$ cat config.mk
export PLATFORM = sky130hd
export DESIGN_NAME = seq_multiplier16
export DESIGN_NICKNAME = d
export VERILOG_FILES = /design/src/rtl/seq_multiplier16.sv
export SDC_FILE = /design/constraint.sdc
export NUM_CORES = 1
export LEC_CHECK = 0
export CAP_MARGIN = 5
export CORE_AREA = 2 2 147 149
export DETAILED_ROUTE_END_ITERATION = 16
export DIE_AREA = 0 0 149 151
export GPL_TIMING_DRIVEN = 0
export PLACE_DENSITY = 0.45
export SLEW_MARGIN = 15
export SYNTH_ARGS = -nofsm -noshare
export SYNTH_HDL_FRONTEND = slang
export SYNTH_SLANG_ARGS = --single-unit
$ cat constraint.sdc
create_clock -name clk -period 7.4 [get_ports clk]
set_clock_uncertainty 0.05 [all_clocks]
set_input_delay 1.48 -clock clk [delete_from_list [all_inputs] [get_ports clk]]
set_output_delay 1.48 -clock clk [all_outputs]
set_load 0.005 [all_outputs]
$ cat src/rtl/seq_multiplier16.sv
// Sequential 16x16 unsigned shift-add multiplier: one multiplier bit per clock,
// low half of the product presented with a one-cycle load strobe.
module seq_multiplier16 (
  input  logic        clk,
  input  logic        reset,
  input  logic        start,
  input  logic [15:0] a,
  input  logic [15:0] b,
  output logic        busy,
  output logic        done,
  output logic        load,
  output logic [15:0] product,
  output logic        overflow
);

  localparam logic [1:0] IDLE = 2'd0;
  localparam logic [1:0] RUN  = 2'd1;
  localparam logic [1:0] DONE = 2'd2;

  logic [1:0]  state;
  logic [31:0] mcand;
  logic [15:0] mplier;
  logic [31:0] acc;
  logic [4:0]  cnt;
  logic [31:0] acc_next;

  always_comb begin
    acc_next = acc;
    if (mplier[0]) acc_next = acc + mcand;
  end

  always_ff @(posedge clk or posedge reset) begin
    if (reset) begin
      state    <= IDLE;
      mcand    <= '0;
      mplier   <= '0;
      acc      <= '0;
      cnt      <= '0;
      product  <= '0;
      overflow <= 1'b0;
    end else begin
      case (state)
        IDLE: begin
          if (start) begin
            mcand  <= {16'h0000, a};
            mplier <= b;
            acc    <= '0;
            cnt    <= '0;
            state  <= RUN;
          end
        end
        RUN: begin
          acc    <= acc_next;
          mcand  <= mcand << 1;
          mplier <= mplier >> 1;
          cnt    <= cnt + 5'd1;
          // 16th RUN edge: counter is about to reach 16
          if (cnt == 5'd15) begin
            product  <= acc_next[15:0];
            overflow <= |acc_next[31:16];
            state    <= DONE;
          end
        end
        DONE:    state <= IDLE;
        default: state <= IDLE;
      endcase
    end
  end

  assign busy = (state == RUN) || (state == DONE);
  assign done = (state == DONE);
  assign load = done;

endmodule
==> impl_metrics.env, run 1 <==
export IMPL_holdBufCountCts=0
export IMPL_power_mw=2.69
export IMPL_ys_seq_elements=104
export IMPL_htreeDepth=3
export IMPL_grt_first_pass_wirelength_mm=28.0
export IMPL_hold_end="product[3]"
export IMPL_first_global_vias=5127
export IMPL_status="complete, no violations"
export IMPL_syn_inst=658
export IMPL_arrival_ns=4.09
export IMPL_drt_iter0_markers=259
export IMPL_via_per_inst=5.10
export IMPL_numCtsBuffers=9
export IMPL_ios=55
export IMPL_place_area_sq_um=7100
export IMPL_routed_wl_mm=17.4
export IMPL_grt_usage_pct=16.2
export IMPL_critical_path_required_ns=7.58
export IMPL_dr_total_vias=5129
export IMPL_finalSetupTns_ns=0
export IMPL_holdWs_ns=0.434
export IMPL_rsz0062_at_grt="no"
export IMPL_clk_latency_ns=0.37
export IMPL_die_w_um=149
export IMPL_r2r_cells=11
export IMPL_clock_sinks=104
export IMPL_gp_congestion=0.893
export IMPL_grt_max_degree=77
export IMPL_fin_crit_ns=3.91
export IMPL_final_cell_area_sq_um=7420
export IMPL_routedWlPerCell_um=17.3
export IMPL_areaGrowthSynthToFinish_pct=19.9
export IMPL_met2_usage_pct=26.3
export IMPL_final_max_slew_viol_count=0
export IMPL_yosys_most_used_dff="dfrtp_1"
export IMPL_leakagePower_nw=3.33
export IMPL_synth_fp_nets=730
export IMPL_syn_area_per_cell_sq_um=9.40
export IMPL_min_from="product[3]"
export IMPL_startpoint_type="flip-flop"
export IMPL_finish_utilization_pct=35.6
export IMPL_hold_class="reg2reg"
export IMPL_vdd_drop_max_mv=0.136
export IMPL_rr_startpoint="mcand[0]"
export IMPL_min_path_cells=2
export IMPL_die_height_um=151
export IMPL_final_nets=796
export IMPL_worst_slew_pin_slew_ns=0.748
export IMPL_ant_nets=0
export IMPL_timing_rr_end="overflow"
export IMPL_cts_root_buf="clkbuf_16"
export IMPL_async_reset_ff_share_pct=100
export IMPL_period_share_pct=52.9
export IMPL_max_freq_mhz=255
export IMPL_cts_tree="built"
export IMPL_cap_violations=0
export IMPL_worstSetupPathType="reg2reg"
export IMPL_use_met3_pct=4.01
export IMPL_end_kind="flip-flop"
export IMPL_drc=0
export IMPL_top_usage_layer="met2"
export IMPL_cp_max_fo=3
export IMPL_setup_viol=0
export IMPL_gr_total_overflow=0
export IMPL_port_buffer_count=54
export IMPL_relSlewSlack_pct=49.8
export IMPL_core_sq_um=20800
export IMPL_yosysWarnings=0
export IMPL_antenna_found_initial=2
export IMPL_dp_hpwl_mm=13.3
export IMPL_syn_area_sq_um=6190
export IMPL_ctsResizeCount=0
export IMPL_clk_path_buf_depth=2
export IMPL_post_cts_setup_buffers=0
export IMPL_regToRegSetupSlack_ns=3.49
export IMPL_synth_edf_count=0
export IMPL_drive_gt1_share_pct=5.21
export IMPL_num_rows=53
export IMPL_grt_util_met1_pct=22.0
export IMPL_hold_viol=0
export IMPL_start_util_pct=29.7
export IMPL_synth_cell_type_count=60
export IMPL_clk_pin_slew_ns=0.09
export IMPL_yosysSeqAreaShare_pct=42.1
export IMPL_die_area_sq_um=22500
export IMPL_power_density_nw_per_um2=363
export IMPL_drt_pass1_iter_count=4
how the worst max path moves through the flow:
stage | start | endpoint | slack [ns] | depth (start not counted)
2_1_floorplan | reset | acc[0] | 3.14 | 1
4_1_cts | mcand[0] | overflow | 3.55 | 11
6_report | mcand[0] | overflow | 3.49 | 11
5_1_grt | mcand[0] | overflow | 3.31 | 11
3_3_place_gp | reset | product[14] | 1.30 | 2
3_5_place_dp | start | acc[13] | 3.21 | 7
metrics by stage:
| step | std cells | worst slack (ns) |
|---|---|---|
| after floorplan | 658 | 3.14 |
| after global placement | 987 | 1.30 |
| after detailed placement | 988 | 3.21 |
| after CTS | 1004 | 3.55 |
| after global routing | 1004 | 3.31 |
| final | 1006 | 3.49 |
power breakdown:
group	internal [mW]	switching [mW]	leakage [nW]
Clock	0.242	0.252	0.150
Combinational	0.501	0.818	1.79
Sequential	0.730	0.149	1.39
sequential cells by signal, summed over array words and instances (netlist names):
register / flops
acc: 32
mcand: 32
mplier: 16
product: 16
cnt: 5
state: 2
overflow: 1
cells by family (layout without fill, tap and decap cells):
family,after synthesis,after routing,share of synthesized area (%)
adder cells (fa/ha/maj),37,37,7.60
multiplexers,48,48,7.87
flip-flops,104,104,42.1
buffers and inverters,50,121,3.36
AND/OR/NAND/NOR,178,178,13.1
AO/OA/AOI/OAI,210,210,21.7
other,0,2,0
XOR/XNOR,31,31,4.39
final cells by class:
cell class,instances,area (sq um)
multi-input combinational,504,3380
timing repair buffer,55,568
tap,275,344
fill,2160,13400
sequential,104,2600
inverter,11,46.3
clock inverter,7,83.8
buffer,39,166
antenna,2,5.00
clock buffer,9,225
cell usage after synthesis, types with 10 or more instances:
master | instances | area share (%)
nand3_1 | 12 | 0.97
dfrtp_1 | 104 | 42
xor2_1 | 13 | 1.8
inv_1 | 11 | 0.67
mux2i_1 | 46 | 7.4
a21o_1 | 13 | 1.6
o21ai_0 | 83 | 6.7
a21oi_1 | 39 | 3.2
o211ai_1 | 10 | 1.2
nand2_1 | 102 | 6.2
xnor2_1 | 18 | 2.5
ha_1 | 36 | 7.3
a22o_1 | 33 | 4.7
clkbuf_1 | 26 | 1.6
nor2_1 | 24 | 1.5
cells in the final DEF (no fill, tap or decap), types with 3 or more instances in the layout:
cell type / n
nor3_1: 5
ha_1: 36
clkbuf_1: 26
a211oi_1: 4
dfrtp_1: 104
buf_4: 4
inv_6: 5
a22o_1: 33
nand3_1: 12
a31oi_1: 3
nor2_1: 24
and3_1: 4
clkbuf_16: 9
o211ai_1: 10
o21bai_1: 4
nand2_1: 102
a21o_1: 13
clkinv_8: 3
inv_1: 10
nand2b_1: 5
nand4_1: 6
a21oi_1: 39
clkdlybuf4s50_1: 54
buf_1: 5
o21a_1: 4
xor2_1: 13
mux2i_1: 46
xnor2_1: 18
o21ai_0: 83
metal layers:
metal | wire length [um] | vias up | part of all wire (%)
li1 | - | 2509 | -
met1 | 8280 | 2518 | 48
met2 | 8060 | 90 | 46
met3 | 863 | 12 | 5.0
met4 | 167 | 0 | 0.96
met5 | 0 | - | 0
critical path: stages, from the launching register on:
cell and delay (ns):
dfrtp_1 0.41, ha_1 0.23, fa_1 0.45, a211oi_1 0.33, o211ai_1 0.20, a21oi_1 0.30
o211ai_1 0.21, a21oi_1 0.41, xnor2_1 0.21, a41oi_1 0.23, a2111oi_1 0.59, a31oi_1 0.15
No activity file was read; power rests on OpenSTA's default activity.
==> inputs of run 2 (changes only) <==
- PLACE_DENSITY: 0.45 -> 0.46
- clock period: 7.4 -> 3.2 ns (I/O delays scaled with it)
==> run 2 against run 1 <==
The flow now finishes with violations (setup timing). Worst hold slack got worse by 0.0032 ns. Combinational power rose to 2.6 times the previous value. Sequential power rose by 130%. Sequential share of layout area fell by 2.0 points. First-iteration DRC count increased by 1.9%. Highest routed layer unchanged. Setup slack got worse by 3.6 ns. Global-route usage is essentially flat. Fmax is 17% higher. Count of clock-buffer cells in the layout unchanged. Non-clock buffer count up 23. Register-to-register slack got worse by 3.6 ns.
==> impl_metrics.env, run 2 (same netlist as run 1, synthesis figures left out) <==
export IMPL_setup_viol=1
export IMPL_r2r_cells=11
export IMPL_power_density_nw_per_um2=847
export IMPL_startpoint_type="flip-flop"
export IMPL_max_stage_delay_ns=0.43
export IMPL_via_per_inst=5.09
export IMPL_clk_path_buf_depth=2
export IMPL_top_regs="acc: 32 flops, mcand: 32 flops"
export IMPL_finalWorstSetupSlack_ns=-0.134
export IMPL_holdWs_ns=0.431
export IMPL_p_sw_mw=2.90
export IMPL_end_kind="flip-flop"
export IMPL_drt_pass1_iter_count=4
export IMPL_status="finished, violations left"
export IMPL_gr_total_overflow=0
export IMPL_layout_commonest_cell="dfrtp_1"
export IMPL_cp_max_fo=3
export IMPL_core_sq_um=20800
export IMPL_ant_nets=0
export IMPL_die_height_um=151
export IMPL_start_util_pct=29.7
export IMPL_antenna_cells=0
export IMPL_routed_wl_mm=17.8
export IMPL_cts_tree="built"
export IMPL_power_mw=6.67
export IMPL_hold_viol=0
export IMPL_period_share_pct=104
export IMPL_max_freq_mhz=300
export IMPL_min_path_cells=2
export IMPL_critical_path_required_ns=3.37
export IMPL_pre_cts_ws_ns=-0.595
export IMPL_drc=0
export IMPL_leakagePower_nw=3.48
export IMPL_gp_congestion=0.868
export IMPL_p_seq_share_pct=30.7
export IMPL_fin_crit_ns=3.33
export IMPL_switching_share_pct=43.5
export IMPL_grt_usage_pct=16.2
export IMPL_clock_power_share_pct=18.6
export IMPL_finalSetupTns_ns=-0.134
export IMPL_holdBufCountCts=0
export IMPL_routedWlPerCell_um=17.3
export IMPL_final_cell_mix="dfrtp_1 (103), nand2_1 (102), o21ai_0 (79)"
export IMPL_num_rows=53
export IMPL_die_w_um=149
export IMPL_min_from="product[8]"
export IMPL_die_area_sq_um=22500
export IMPL_vdd_drop_max_mv=0.330
export IMPL_antenna_found_initial=0
export IMPL_clk_latency_ns=0.36
export IMPL_rsz0062_at_grt="yes"
export IMPL_startpoint="acc[0]"
export IMPL_critical_path_top_delay_family="compound AO/OA/AOI/OAI gates"
export IMPL_worstPathCellList="ha_2 > fa_2 > a211oi_2 > o211ai_1 > o211ai_1 > o211ai_1 > nor2b_4 > xnor2_2 > a41oi_2 > a2111oi_4 > a31oi_1"
export IMPL_relSlewSlack_pct=49.3
export IMPL_fillers=2101
export IMPL_worst_slew_pin_slew_ns=0.756
export IMPL_path_depth=11
export IMPL_grt_first_pass_wirelength_mm=28.1
export IMPL_areaGrowthSynthToFinish_pct=27.1
export IMPL_arrival_ns=3.51
export IMPL_ios=55
export IMPL_htreeDepth=3
export IMPL_drt_iter0_markers=264
export IMPL_cts_root_buf="clkbuf_16"
export IMPL_port_buffer_count=54
export IMPL_violations="setup timing"
export IMPL_power_internal_mw=3.76
export IMPL_worstSetupPathType="reg2reg"
export IMPL_hold_class="reg2reg"
export IMPL_dr_total_vias=5228
export IMPL_clock_sinks=104
export IMPL_crit_top_cell="o211ai_1"
export IMPL_final_nets=819
export IMPL_numCtsBuffers=9
export IMPL_clk_pin_slew_ns=0.08
export IMPL_dp_hpwl_mm=13.2
export IMPL_grt_max_degree=36
export IMPL_rr_startpoint="acc[0]"
export IMPL_drive_gt1_share_pct=12.8
export IMPL_power_frac_comb_pct=50.7
export IMPL_worst_path_buf_inv=0
export IMPL_final_max_slew_viol_count=0
export IMPL_first_global_vias=5212
export IMPL_crit_slowest_cell="a2111oi_4"
export IMPL_cap_violations=0
run 2: cell count changes in the layout (fill, tap and decap cells not counted), moves of 4 or more:
| cell | before | now |
|---|---|---|
| buf_4 | 4 | 25 |
| o21ai_0 | 83 | 79 |
| ha_2 | 0 | 6 |
| ha_1 | 36 | 26 |
| ha_4 | 0 | 4 |
run 2: cell type report:
type                    instances  area, sq um  share of cell area [%]
plain buffers                  39          175                    2.23
clock buffers                   9          225                    2.86
clock inverters                 7          101                    1.29
inverters                      11         45.0                   0.573
multi-input cells             504         3610                    45.9
flip-flops and latches        104         2600                    33.1
well taps                     275          344                    4.37
repair buffers                 78          758                    9.64
run 2: timing repair:
action                     CTS  global route
setup endpoints to repair    4             4
resized for setup           29            19
pin swaps                   25            19
buffers inserted            18             3
run 2: power by group through the flow:
stage	Clock, mW	Combinational, mW	Sequential [mW]
after floorplan	0	2.26	1.92
after global placement	0	3.01	2.04
after detailed placement	0	3.07	2.04
after CTS	1.28	3.27	2.02
after global routing	1.33	3.73	2.10
final	1.24	3.38	2.05
run 2: through the flow:
stage	cells	cell area [sq um]	utilization, %
2_1_floorplan	658	6190	-
3_3_place_gp	987	7080	34.0
3_5_place_dp	990	7140	34.3
4_1_cts	1024	7740	37.2
5_1_grt	1027	7870	37.8
6_report	1027	7870	37.8
run 2: worst min-delay path: cells and delay by family (launching register included):
| family | cells | cell delay, ns |
|---|---|---|
| flip-flops | 1 | 0.34 |
| AND/OR/NAND/NOR | 1 | 0.04 |
| AO/OA/AOI/OAI | 1 | 0.06 |
run 2: final timing paths:
check                                  end  slack, ns
worst min register to register  product[8]       0.43
min in group asynchronous       mplier[10]       0.49
max in group asynchronous          acc[19]       1.93
worst max-delay path              overflow      -0.13
worst min-delay path            product[8]       0.43
worst max register to register    overflow      -0.13
run 2: per-layer routing:
metal | track usage, % | part of all wire [%] | vias up
met2 | 26.3 | 46 | 93
li1 | - | - | 2567
met4 | 4.71 | 1.3 | 0
met3 | 3.34 | 3.3 | 12
met1 | 21.9 | 49 | 2556
met5 | 0 | 0 | -
